**config.mk**
```make
export PLATFORM = sky130hd
export DESIGN_NAME = flush_ctrl_flat
export DESIGN_NICKNAME = d
export VERILOG_FILES = /design/src/rtl/flush_ctrl_if.sv /design/src/rtl/flush_ctrl.sv /design/src/flat_wrapper.sv
export SDC_FILE = /design/constraint.sdc
export NUM_CORES = 1
export LEC_CHECK = 0
export ABC_CLOCK_PERIOD_IN_PS = 2900
export BUFFER_PORTS_ARGS = -buffer_cell sky130_fd_sc_hd__buf_2
export CORE_MARGIN = 3
export CORE_UTILIZATION = 44
export DETAILED_ROUTE_END_ITERATION = 7
export PLACE_DENSITY = 0.79
export SYNTH_ARGS = -nofsm -noshare
export SYNTH_HDL_FRONTEND = slang
export SYNTH_SLANG_ARGS = --single-unit
export TNS_END_PERCENT = 1
```
**constraint.sdc**
```tcl
create_clock -name clk -period 2.9 [get_ports clk]
set_input_delay 0.87 -clock clk [delete_from_list [all_inputs] [get_ports clk]]
set_output_delay 0.87 -clock clk [all_outputs]
set_load 0.01 [all_outputs]
```
**src/rtl/flush_ctrl_if.sv**
```systemverilog
// Commit-side flush/redirect bundle between the WB stage, fetch unit and flush_ctrl.
// master drives commit and fetch events; slave (flush_ctrl) drives flush/redirect results.
interface flush_ctrl_if;
  logic        wb_ex;
  logic        ertn_flush;
  logic        wb_refetch_flush;
  logic [5:0]  wb_ecode;
  logic [31:0] wb_pc;
  logic [31:0] csr_eentry;
  logic [31:0] csr_tlbrentry;
  logic [31:0] csr_era;
  logic        if_req_fire;
  logic        if_resp_fire;
  logic        redirect_ready;
  logic        flush_all;
  logic        redirect_valid;
  logic [31:0] redirect_pc;
  logic        resp_discard;
  logic        busy;

  modport master (
    output wb_ex, ertn_flush, wb_refetch_flush, wb_ecode, wb_pc,
           csr_eentry, csr_tlbrentry, csr_era,
           if_req_fire, if_resp_fire, redirect_ready,
    input  flush_all, redirect_valid, redirect_pc, resp_discard, busy
  );

  modport slave (
    input  wb_ex, ertn_flush, wb_refetch_flush, wb_ecode, wb_pc,
           csr_eentry, csr_tlbrentry, csr_era,
           if_req_fire, if_resp_fire, redirect_ready,
    output flush_all, redirect_valid, redirect_pc, resp_discard, busy
  );
endinterface

```
**src/rtl/flush_ctrl.sv**
```systemverilog
// Pipeline flush and fetch redirect on WB commit of exception/ertn/refetch; flush_all is same-cycle,
// redirect is registered and held until pre-IF accepts it; in-flight fetches at the flush are discarded.
module flush_ctrl (
  input  logic       clk,
  input  logic       reset,
  flush_ctrl_if.slave fc
);

  typedef enum logic {IDLE = 1'b0, PEND = 1'b1} state_t;

  state_t      state_q, state_d;
  logic [31:0] redirect_pc_q, redirect_pc_d;
  logic [1:0]  out_cnt_q, out_cnt_d;
  logic [1:0]  disc_cnt_q, disc_cnt_d;
  logic        trigger;
  logic        resp_drop;
  logic [31:0] target;

  assign trigger   = fc.wb_ex | fc.ertn_flush | fc.wb_refetch_flush;
  assign resp_drop = fc.if_resp_fire & (disc_cnt_q != 2'd0);

  always_comb begin
    target = fc.wb_pc + 32'd4;
    if (fc.wb_ex)
      target = (fc.wb_ecode == 6'h3F) ? fc.csr_tlbrentry : fc.csr_eentry;
    else if (fc.ertn_flush)
      target = fc.csr_era;
  end

  always_ff @(posedge clk or posedge reset) begin
    if (reset) begin
      state_q       <= IDLE;
      redirect_pc_q <= 32'h0;
      out_cnt_q     <= 2'd0;
      disc_cnt_q    <= 2'd0;
    end else begin
      state_q       <= state_d;
      redirect_pc_q <= redirect_pc_d;
      out_cnt_q     <= out_cnt_d;
      disc_cnt_q    <= disc_cnt_d;
    end
  end

  always_comb begin
    state_d = state_q;
    case (state_q)
      IDLE: if (trigger) state_d = PEND;
      PEND: begin
        if (trigger)                  state_d = PEND;
        else if (fc.redirect_ready)   state_d = IDLE;
      end
      default: state_d = IDLE;
    endcase
  end

  always_comb begin
    redirect_pc_d = trigger ? target : redirect_pc_q;

    out_cnt_d = out_cnt_q;
    if (fc.if_req_fire && !fc.if_resp_fire && out_cnt_q != 2'd3)
      out_cnt_d = out_cnt_q + 2'd1;
    else if (!fc.if_req_fire && fc.if_resp_fire && out_cnt_q != 2'd0)
      out_cnt_d = out_cnt_q - 2'd1;

    // Everything in flight at the flush, including this cycle's accepted request, is wrong-path.
    disc_cnt_d = disc_cnt_q;
    if (trigger)
      disc_cnt_d = out_cnt_d;
    else if (resp_drop)
      disc_cnt_d = disc_cnt_q - 2'd1;
  end

  always_comb begin
    fc.flush_all      = trigger;
    fc.redirect_valid = (state_q == PEND);
    fc.redirect_pc    = redirect_pc_q;
    fc.resp_discard   = resp_drop;
    fc.busy           = (state_q == PEND) | (disc_cnt_q != 2'd0);
  end

endmodule

```
**src/flat_wrapper.sv**
```systemverilog
// flat-port wrapper written by rule: the top's interface ports become plain ports
module flush_ctrl_flat 
  (clk, reset, fc_wb_ex, fc_ertn_flush, fc_wb_refetch_flush, fc_wb_ecode, fc_wb_pc, fc_csr_eentry, fc_csr_tlbrentry, fc_csr_era, fc_if_req_fire, fc_if_resp_fire, fc_redirect_ready, fc_flush_all, fc_redirect_valid, fc_redirect_pc, fc_resp_discard, fc_busy);
  flush_ctrl_if fc_i ();
  input  logic clk;
  input  logic reset;
  input wire logic [$bits(fc_i.wb_ex)-1:0] fc_wb_ex;
  input wire logic [$bits(fc_i.ertn_flush)-1:0] fc_ertn_flush;
  input wire logic [$bits(fc_i.wb_refetch_flush)-1:0] fc_wb_refetch_flush;
  input wire logic [$bits(fc_i.wb_ecode)-1:0] fc_wb_ecode;
  input wire logic [$bits(fc_i.wb_pc)-1:0] fc_wb_pc;
  input wire logic [$bits(fc_i.csr_eentry)-1:0] fc_csr_eentry;
  input wire logic [$bits(fc_i.csr_tlbrentry)-1:0] fc_csr_tlbrentry;
  input wire logic [$bits(fc_i.csr_era)-1:0] fc_csr_era;
  input wire logic [$bits(fc_i.if_req_fire)-1:0] fc_if_req_fire;
  input wire logic [$bits(fc_i.if_resp_fire)-1:0] fc_if_resp_fire;
  input wire logic [$bits(fc_i.redirect_ready)-1:0] fc_redirect_ready;
  output wire logic [$bits(fc_i.flush_all)-1:0] fc_flush_all;
  output wire logic [$bits(fc_i.redirect_valid)-1:0] fc_redirect_valid;
  output wire logic [$bits(fc_i.redirect_pc)-1:0] fc_redirect_pc;
  output wire logic [$bits(fc_i.resp_discard)-1:0] fc_resp_discard;
  output wire logic [$bits(fc_i.busy)-1:0] fc_busy;
  assign fc_i.wb_ex = fc_wb_ex;
  assign fc_i.ertn_flush = fc_ertn_flush;
  assign fc_i.wb_refetch_flush = fc_wb_refetch_flush;
  assign fc_i.wb_ecode = fc_wb_ecode;
  assign fc_i.wb_pc = fc_wb_pc;
  assign fc_i.csr_eentry = fc_csr_eentry;
  assign fc_i.csr_tlbrentry = fc_csr_tlbrentry;
  assign fc_i.csr_era = fc_csr_era;
  assign fc_i.if_req_fire = fc_if_req_fire;
  assign fc_i.if_resp_fire = fc_if_resp_fire;
  assign fc_i.redirect_ready = fc_redirect_ready;
  assign fc_flush_all = fc_i.flush_all;
  assign fc_redirect_valid = fc_i.redirect_valid;
  assign fc_redirect_pc = fc_i.redirect_pc;
  assign fc_resp_discard = fc_i.resp_discard;
  assign fc_busy = fc_i.busy;
  flush_ctrl u_core (.clk(clk), .reset(reset), .fc(fc_i));
endmodule
```
==> flow_summary_export.csv <==
group,metric,value,unit
clock_network,post_cts_buffers,0,
clock_network,clock_sink_count,37,
sta,tightestPinTransition,817,ps
power_and_ir_drop,power.internal,0.00102,W
floorplan,die-area,0.00776,mm2
worst_setup_path,crit_required,2030,ps
power_and_ir_drop,clockPowerShare,0.236,
worst_setup_path,crit_top_cell,"buf_2",
clock_network,cts_hold_buf,0,
synthesis,synth_cell_types,48,
worst_setup_path,slowest_stage,"nor3_2",
finish,syn_to_final_growth,35.9,%
placed_design,place_congestion,0.874,
clock_network,cts.htree.levels,2,
hold_path,hold_class,"reg2reg",
clock_network,clockBufferDepth,2,
sta,timing.slew.headroom,0.452,
clock_network,cts.repair.resized,0,
global_route,grt_overflow,0,
finish,post-route-util,0.624,
synthesis,syn_inst,339,
floorplan,placeableCoreArea,0.00646,mm2
synthesis,async_reset_ff_frac,1.00,
sta,fmax,417,MHz
floorplan,ios,178,
routing,drt_wl_total,10100,um
routing,first_pass_iters,5,
power_and_ir_drop,power_frac_seq,0.407,
global_route,grt_max_degree,51,
finish,fillers,614,
clock_network,root_buffer,"clkbuf_8",
power_and_ir_drop,p_per_area,386,mW/mm2
power_and_ir_drop,switchingPower,0.000535,W
finish,nets,657,
synthesis,synthesis.nets,485,
worst_setup_path,worst_setup_path_start_kind,"primary input",
worst_setup_path,critPathBufInv,3,
synthesis,synth.most_common_cell,"dfrtp_1",
synthesis,synth.cell_area,0.00297,mm2
sta,setup_viol,0,
routing,ant_nets,0,
job,maxCapViolations,0,
synthesis,synth-seq-cells,37,
synthesis,ys_warn_count,0,
global_route,grt_pass1_vias,3161,
clock_network,numCtsBuffers,5,
synthesis,avgSynthCellArea,8.75,um2
floorplan,rows,29,
routing,drcViolationCount,0,
floorplan,initial_core_util,0.459,
finish,multi_input_area,0.00192,mm2
worst_setup_path,path_class,"in2out",
sta,report.final.slew_viol_count,0,
floorplan,dieHeight,88.1,um
synthesis,synth.yosys.seq_area_share,0.312,
power_and_ir_drop,ir_drop,0.000194,V
global_route,grt_use_total,0.254,
power_and_ir_drop,comb_power_share,0.357,
global_route,grt_pass1_wl,15300,um
worst_setup_path,critical_path.top_delay_family,"buffers and inverters",
routing,wl_per_cell,17.1,um
worst_setup_path,critical_path_peak_fanout,4,
outcome,status,"finished clean",
clock_network,clkTransAtPathRegs,90,ps
worst_setup_path,worstPathCellList,"buf_2, nor3_2, inv_1, buf_2",
finish,finalInstanceArea,0.00403,mm2
worst_setup_path,slowest_delay,250,ps
synthesis,synth_top_area_share,0.312,
sta,finalCriticalPeriod,2400,ps
worst_setup_path,endpoint_kind,"output port",
sta,fin_worst_skew,0.498,ps
synthesis,synth.area.top_cells,"dfrtp_1 (31%), mux2i_1 (7.4%), mux2_2 (6.1%)",
power_and_ir_drop,switching_share,0.343,
synthesis,synth_top_area_cell,"dfrtp_1",
power_and_ir_drop,power_leakage,1.83,nW
finish,antennaDiodeCount,0,
clock_network,clock_latency,290,ps
finish,drive_above_1_share,0.432,
global_route,antenna_found_initial,1,
synthesis,synthFlopType,"dfrtp_1",
routing,vias,3289,
synthesis,synth_common_cells,"dfrtp_1 (37), o21ai_0 (30), nor2_1 (29)",
routing,drt_iter0_drc,157,
synthesis,synth_edf_count,0,
sta,layout_worst_path_cycle_share,0.827,
worst_setup_path,crit_arrival,1530,ps
sta,hold_viol,0,
sta,setup_tns,0,ps
finish,regArea,926,um2
placed_design,placed_cell_area,0.00394,mm2
sta,rsz0062_at_grt,"false",
floorplan,fp.dieW,88.1,um
placed_design,port_buffers,177,
routing,vias_per_cell,5.58,
clock_network,cts_tree,"yes",
placed_design,dp_hpwl,7990,um
-- per-layer routing --
layer,track usage,vias to the layer above,share of wire
met5,0,-,0.0013
met4,0.0481,2,0.0065
met1,0.334,1525,0.42
met3,0.0489,8,0.082
met2,0.438,142,0.50
li1,-,1612,-
-- power by group through the flow --
stage	sequential [W]	combinational (W)	clock, W
2_1_floorplan	0.000659	0.000294	0
3_3_place_gp	0.000642	0.000531	0
3_5_place_dp	0.000643	0.000557	0
4_1_cts	0.000634	0.000558	0.000373
5_1_grt	0.000643	0.000617	0.000399
6_report	0.000634	0.000555	0.000368
-- flip-flops by register name, indices dropped and copies added, names as in the netlist --
| register | cells |
|---|---|
| u_core.fc.redirect_valid | 1 |
| u_core.fc.redirect_pc | 32 |
| u_core.disc_cnt_q | 2 |
| u_core.out_cnt_q | 2 |
-- worst register-to-register path, cell delays in order (launching register included) --
cell	delay (ps)
dfrtp_1	380
inv_1	80
ha_1	300
nor3_1	50
a21o_1	150
a221oi_1	430
o21a_1	160
-- final cells by class --
| class | count | area share |
|---|---|---|
| Inverter | 14 | 0.0130 |
| Clock buffer | 5 | 0.0171 |
| Timing Repair Buffer | 185 | 0.235 |
| Clock inverter | 3 | 0.00559 |
| Tap cell | 77 | 0.0239 |
| Sequential cell | 37 | 0.230 |
| Multi-Input combinational cell | 268 | 0.476 |
-- logic make-up after synthesis --
| logic type | after synthesis | synth area share |
|---|---|---|
| AO/OA/AOI/OAI | 93 | 0.219 |
| XOR/XNOR | 28 | 0.0827 |
| adder cells (fa/ha/maj) | 4 | 0.0169 |
| buffers and inverters | 34 | 0.0455 |
| flip-flops | 37 | 0.312 |
| multiplexers | 38 | 0.135 |
| AND/OR/NAND/NOR | 105 | 0.189 |
-- final timing paths --
| check | start | cells after the start | slack [ps] | to |
|---|---|---|---|---|
| min | u_core.fc.redirect_pc[6] | 2 | 490 | u_core.fc.redirect_pc[6] |
| max in group asynchronous | reset | 3 | 1610 | u_core.fc.redirect_pc[12] |
| min reg2reg | u_core.fc.redirect_pc[6] | 2 | 490 | u_core.fc.redirect_pc[6] |
| max reg2reg | u_core.out_cnt_q[1] | 6 | 1290 | u_core.disc_cnt_q[1] |
| max | fc_ertn_flush | 4 | 500 | fc_flush_all |
| min in group asynchronous | reset | 2 | 620 | u_core.fc.redirect_pc[21] |
-- stage by stage --
step	power (W)	cells	setup WS (ps)	hold WS (ps)
finish	0.00156	589	503	489
global route	0.00166	589	390	520
global placement	0.00117	581	385	460
detailed placement	0.00120	581	302	469
floorplan	0.000953	339	108	493
CTS	0.00157	589	498	488
-- layout by cell type (no fill, tap or decap), drive strengths merged, types with 3 or more instances in the layout --
cell	synthesis	final
buf	5	185
dfrtp	37	37
o21ai	30	30
nor2	29	29
mux2i	22	22
nand2	20	20
nand3	18	18
mux2	16	16
xor2	15	15
xnor2	13	13
a211oi	13	13
inv	13	12
a21oi	10	10
nor3	10	10
a221o	9	9
a221oi	7	7
nand4	6	6
nor4	6	6
a22oi	5	5
clkbuf	15	5
clkinv	1	5
o211ai	4	4
ha	4	4
and3	3	3
o31ai	3	3
and2	3	3
Note: power is estimated with default switching activity, not from simulation.
